===== src/rtl/voter_auth_controller.sv =====
// Voter-ID authentication controller: keypad ID -> database lookup -> single ballot grant.
// Optional macro DUP_VOTE_CHECK_EN adds the voted-ID bitmap and duplicate-vote rejection.
module voter_auth_controller #(
    parameter int ID_W       = 5,
    parameter int DB_LATENCY = 1,
    parameter int TIMEOUT    = 200,
    parameter int CNT_W      = 8
) (
    input  logic             clk,
    input  logic             reset,
    input  logic             mode,
    input  logic             id_valid,
    input  logic [ID_W-1:0]  id_in,
    input  logic             vote_cast,
    input  logic             db_valid_status,
    output logic             db_read,
    output logic [ID_W-1:0]  db_voter_id,
    output logic             busy,
    output logic             ballot_enable,
    output logic             auth_ok,
    output logic             auth_reject,
    output logic [1:0]       reject_code,
    output logic [CNT_W-1:0] voted_count
);

    localparam int TMR_W = $clog2(TIMEOUT);
    localparam int LAT_W = 4;

    typedef enum logic [1:0] {IDLE, QUERY, CHECK, BALLOT} state_t;

    state_t            state_q, state_d;
    logic              db_read_q, db_read_d;
    logic [ID_W-1:0]   id_q, id_d;
    logic              busy_q, busy_d;
    logic              ballot_q, ballot_d;
    logic              ok_q, ok_d;
    logic              rej_q, rej_d;
    logic [1:0]        code_q, code_d;
    logic [CNT_W-1:0]  count_q, count_d;
    logic [LAT_W-1:0]  lat_q, lat_d;
    logic [TMR_W-1:0]  timer_q, timer_d;
    logic              status_q, status_d;
    logic              already_voted;
`ifdef DUP_VOTE_CHECK_EN
    logic [(2**ID_W)-1:0] voted_q, voted_d;
`endif

`ifdef DUP_VOTE_CHECK_EN
    assign already_voted = voted_q[id_q];
`else
    assign already_voted = 1'b0;
`endif

    always_comb begin
        state_d   = state_q;
        db_read_d = db_read_q;
        id_d      = id_q;
        busy_d    = busy_q;
        ballot_d  = ballot_q;
        ok_d      = 1'b0;
        rej_d     = 1'b0;
        code_d    = code_q;
        count_d   = count_q;
        lat_d     = lat_q;
        timer_d   = timer_q;
        status_d  = status_q;
`ifdef DUP_VOTE_CHECK_EN
        voted_d   = voted_q;
`endif
        case (state_q)
            IDLE: begin
                if (id_valid && mode) begin
                    id_d      = id_in;
                    state_d   = QUERY;
                    db_read_d = 1'b1;
                    lat_d     = '0;
                    busy_d    = 1'b1;
                    code_d    = 2'd0;
                end
            end
            QUERY: begin
                // db_read spans DB_LATENCY cycles; status is valid the cycle after
                lat_d = lat_q + LAT_W'(1);
                if (lat_q == LAT_W'(DB_LATENCY - 1))
                    db_read_d = 1'b0;
                if (lat_q == LAT_W'(DB_LATENCY)) begin
                    status_d = db_valid_status;
                    state_d  = CHECK;
                end
            end
            CHECK: begin
                if (!status_q) begin
                    rej_d   = 1'b1;
                    code_d  = 2'd1;
                    state_d = IDLE;
                    busy_d  = 1'b0;
                end else if (already_voted) begin
                    rej_d   = 1'b1;
                    code_d  = 2'd2;
                    state_d = IDLE;
                    busy_d  = 1'b0;
                end else begin
                    ok_d     = 1'b1;
                    code_d   = 2'd0;
                    ballot_d = 1'b1;
                    timer_d  = '0;
                    state_d  = BALLOT;
                end
            end
            BALLOT: begin
                // a vote arriving on the timeout cycle still counts
                if (vote_cast) begin
                    ballot_d = 1'b0;
                    state_d  = IDLE;
                    busy_d   = 1'b0;
                    if (count_q != '1)
                        count_d = count_q + CNT_W'(1);
`ifdef DUP_VOTE_CHECK_EN
                    voted_d[id_q] = 1'b1;
`endif
                end else if (timer_q == TMR_W'(TIMEOUT - 1)) begin
                    ballot_d = 1'b0;
                    rej_d    = 1'b1;
                    code_d   = 2'd3;
                    state_d  = IDLE;
                    busy_d   = 1'b0;
                end else begin
                    timer_d = timer_q + TMR_W'(1);
                end
            end
            default: begin
                state_d = IDLE;
            end
        endcase
    end

    always_ff @(posedge clk or posedge reset) begin
        if (reset) begin
            state_q   <= IDLE;
            db_read_q <= 1'b0;
            id_q      <= '0;
            busy_q    <= 1'b0;
            ballot_q  <= 1'b0;
            ok_q      <= 1'b0;
            rej_q     <= 1'b0;
            code_q    <= 2'd0;
            count_q   <= '0;
            lat_q     <= '0;
            timer_q   <= '0;
            status_q  <= 1'b0;
`ifdef DUP_VOTE_CHECK_EN
            voted_q   <= '0;
`endif
        end else begin
            state_q   <= state_d;
            db_read_q <= db_read_d;
            id_q      <= id_d;
            busy_q    <= busy_d;
            ballot_q  <= ballot_d;
            ok_q      <= ok_d;
            rej_q     <= rej_d;
            code_q    <= code_d;
            count_q   <= count_d;
            lat_q     <= lat_d;
            timer_q   <= timer_d;
            status_q  <= status_d;
`ifdef DUP_VOTE_CHECK_EN
            voted_q   <= voted_d;
`endif
        end
    end

    assign db_read       = db_read_q;
    assign db_voter_id   = id_q;
    assign busy          = busy_q;
    assign ballot_enable = ballot_q;
    assign auth_ok       = ok_q;
    assign auth_reject   = rej_q;
    assign reject_code   = code_q;
    assign voted_count   = count_q;

endmodule

===== config.mk =====
export PLATFORM = sky130hd
export DESIGN_NAME = voter_auth_controller
export DESIGN_NICKNAME = d
export VERILOG_FILES = /design/src/rtl/voter_auth_controller.sv
export SDC_FILE = /design/constraint.sdc
export NUM_CORES = 1
export LEC_CHECK = 0
export BUFFER_PORTS_ARGS = -buffer_cell sky130_fd_sc_hd__clkbuf_2
export CAP_MARGIN = 0
export CORE_MARGIN = 2
export CORE_UTILIZATION = 54
export DETAILED_ROUTE_END_ITERATION = 8
export GPL_ROUTABILITY_DRIVEN = 0
export PLACE_DENSITY = 0.78
export SLEW_MARGIN = 20
export SYNTH_ARGS = -nofsm -noshare
export SYNTH_HDL_FRONTEND = slang
export SYNTH_SLANG_ARGS = --single-unit

===== constraint.sdc =====
create_clock -name clk -period 1.95 [get_ports clk]
set_input_delay 0.39 -clock clk [delete_from_list [all_inputs] [get_ports clk]]
set_output_delay 0.39 -clock clk [all_outputs]
set_load 0.03 [all_outputs]

==> results by group <==
Setup path
  – Critical path class: flop to flop
  – Critical path peak fanout: 7
  – Worst-path cell chain: ha_1 -> and4_1 -> a211oi_2 -> buf_4 -> or2_2 -> o21ai_0
  – Slowest stage cell, crit path: dfrtp_1
  – Critical path's largest stage delay: slightly below 0.4 ns
  – Reg2Reg Setup Slack: ~0.20 ns
  – CP endpoint kind: flop
  – WP data required: 2.20 ns
  – Arr. time, crit path: 2.00 ns
  – CP Launch Type: flop

Drt
  – Vias: around 1400
  – DR WL/cell: 14.7 um
  – DR iter-0 viols: 77
  – 1st-pass router iterations: 4
  – Drt total wl: roughly 3.4 mm
  – DRC viols: 0
  – Number of vias per cell: 5.92
  – Final ANT Viol Nets: 0

Yosys
  – Synth top area cells: dfrtp_1 52%, mux2_2 4.7%, ha_1 3.7%
  – Adder-Cell Fraction of Synth Area: 0.0372
  – Synth cell count leaders: 35 x dfrtp_1, 15 x nand2_1, 12 x nand3_1, 12 x o21ai_0, 10 x nor2_1
  – EDFF count, synth: 0
  – Synth Area in Compound Gates: 0.131
  – Most common cell in the netlist: dfrtp_1
  – Ys Warns: 0
  – Synth Area in XOR/XNOR: 0.0416
  – Yosys cell types: 37
  – Asr flop ratio synth: 1.00
  – Yosys reg bits: 35
  – Most used flip-flop cell after synthesis: dfrtp_1
  – Area leader, netlist: dfrtp_1
  – Mux contribution to synthesized area: 0.0528
  – Cells after Synth: approximately 170
  – Share of the synthesized area in the top cell type: 0.520
  – Synth Area in Simple Gates: 0.169
  – Avg Inst Size Synth: approximately 10 um^2
  – Register area share after synthesis: 0.520
  – Mapped Nets: 181
  – Largest family of logic cells by synthesized area: simple AND/OR/NAND/NOR gates
  – Post-Syn Area: 0.00168 mm^2

Clocking
  – Cts bufs inserted: 5
  – TritonCTS clock tree: done
  – Worst-path clk slew: about 0.11 ns
  – Sink Count: 35
  – H-tree depth: 2
  – Root Buffer: clkbuf_4
  – Setup repair bufs after CTS: 0
  – CTS max path bufs: 2
  – Worst skew pair latency: 0.34 ns

Timing
  – Final setup fails: 0
  – TNS Setup: 0 ns
  – Final period utilization: 0.896
  – Tmin final: 1.75 ns
  – RSZ-0062 raised after global routing: no
  – Final WS setup: 0.202 ns
  – Worst slew pin tran: 0.572 ns
  – Max-slew violation count: 0
  – Final clock skew: approximately 0.0070 ns
  – Fin. Hold Viols: 0
  – Headroom to the max-slew limit: 0.618
  – Worst Hold Margin: 0.0704 ns
  – FMAX: 572 MHz

Global route
  – Met2 Use GR: 0.357
  – Overall Global Routing Usage: 0.212
  – Met1 global-route usage: 0.239
  – Met3 usage: 0.0693
  – Number of global-route vias before repair: roughly 1300
  – Grt ovf: 0
  – Largest net degree at the start of global routing: 17
  – Grt peak-use layer: met2
  – First-pass GRT wire length: 5.50 mm
  – Initial antenna violation count: 0

Power and ir drop
  – Pleak: a little under 1 nW
  – Worst VDD drop: about 0.82 mV
  – Switching Share: 0.412
  – P_sw: between 1 and 1.5 mW
  – Clock Power Share: 0.192
  – Combinational Power Share: 0.377
  – Sequential Power Share: 0.431
  – Internal power: 1.66 mW
  – Pwr/cell area: 1440 mW/mm^2

Finish
  – Post-route insts no fill: 233
  – NumNets Final: 215
  – Area growth syn-to-layout: 16.7%
  – Antenna cells: 0
  – Share of cells above drive strength 1: 0.275

Place
  – Final HPWL DP: between 2 and 3 mm
  – Dpl cells: 225
  – Dpl ws: 0.146 ns
  – Port-buffer cells: 30

Floorplan
  – Die width: roughly 60 um
  – Die Ht: about 60 um
  – Core Box Area: approximately 0.003 mm^2
  – Initial Util: 0.560
  – Die Area: 0.00358 mm^2
  – IO Pins: 31
  – Cell row count: 20

Status
  – Status: complete, no violations

Job
  – Max_cap viols: 0

Min path
  – Hold crit path type: input port to asynchronous set/reset pin
path summary, 6_finish.rpt:
path                            cells past startpoint                         end                       start
worst max register to register                      6      timer_q[1]$_DFFE_PP0P_      timer_q[0]$_DFFE_PP0P_
worst min-delay path                                2  voted_count[2]$_DFFE_PP0P_                       reset
worst min register to register                      1  db_voter_id[2]$_DFFE_PP0P_  db_voter_id[2]$_DFFE_PP0P_
min in group clk                                    2        status_q$_DFFE_PP0P_             db_valid_status
max in group asynchronous                           3      timer_q[0]$_DFFE_PP0P_                       reset
worst max-delay path                                6      timer_q[1]$_DFFE_PP0P_      timer_q[0]$_DFFE_PP0P_
timing repair:
item | in CTS | in global routing
endpoints found under the setup margin | 0 | 2
gates resized for setup | 0 | 1
hold buffers | 0 | 0
placed cells by master, fill, tap and decap left out, drive strengths merged, types with 2 or more instances in the layout:
master	Yosys	routed
xor2	7	7
a31oi	6	6
nand3	12	12
a21oi	7	7
inv	9	9
o21ai	12	12
buf	7	6
and3	2	2
o21a	2	2
nand2	15	15
ha	5	5
mux2	7	7
nor3	4	4
nor2	10	10
clkbuf	2	36
dfrtp	35	35
nand4	3	3
a41oi	2	2
nand2b	2	2
cell type report:
cell class / instances / area (um^2)
flip-flops and latches: 35 / 876
fillers: 250 / 1040
repair buffers: 36 / 195
clock inverters: 2 / 35.0
well taps: 33 / 41.3
inverters: 9 / 33.8
clock buffers: 6 / 51.3
multi-input cells: 112 / 731
per-layer routing:
metal / up-vias / part of all wire
met2: 50 / 0.51
li1: 644 / -
met4: 0 / 0.023
met5: - / 0
met3: 10 / 0.057
met1: 675 / 0.41
cells by family (layout without fill, tap and decap cells):
kind of cell	Yosys count	after routing
flops	35	35
mux	8	8
simple gates	56	56
fa+ha+maj	5	5
compound gates	35	35
xor+xnor	8	8
buf+inv	18	53
power by group through the flow:
stage	clock (mW)	combinational [mW]	sequential [mW]
3_5_place_dp	0	1.06	1.23
4_1_cts	0.556	1.07	1.22
2_1_floorplan	0	0.580	1.41
3_3_place_gp	0	1.02	1.20
5_1_grt	0.586	1.17	1.26
6_report	0.543	1.06	1.22
through the flow:
stage,total power [mW],util,cell area (um^2)
floorplan,1.99,-,1680
global placement,2.22,0.623,1870
detailed placement,2.29,0.623,1870
CTS,2.84,0.652,1960
global route,3.01,0.654,1960
finish,2.83,0.654,1960
state kept, by name (all words and copies together) (netlist names), 2 cells and up:
signal and flops:
reject_code 2, state_q 2, timer_q 8, db_voter_id 5, lat_q 4, voted_count 8
critical path, delay by kind of cell, from the launching register on:
| kind | cells | cell delay, ns |
|---|---|---|
| AO/OA/AOI/OAI | 2 | 0.29 |
| AND/OR/NAND/NOR | 2 | 0.59 |
| flip-flops | 1 | 0.39 |
| adder cells (fa/ha/maj) | 1 | 0.23 |
| buffers and inverters | 1 | 0.17 |
Note: power is estimated with default switching activity, not from simulation.
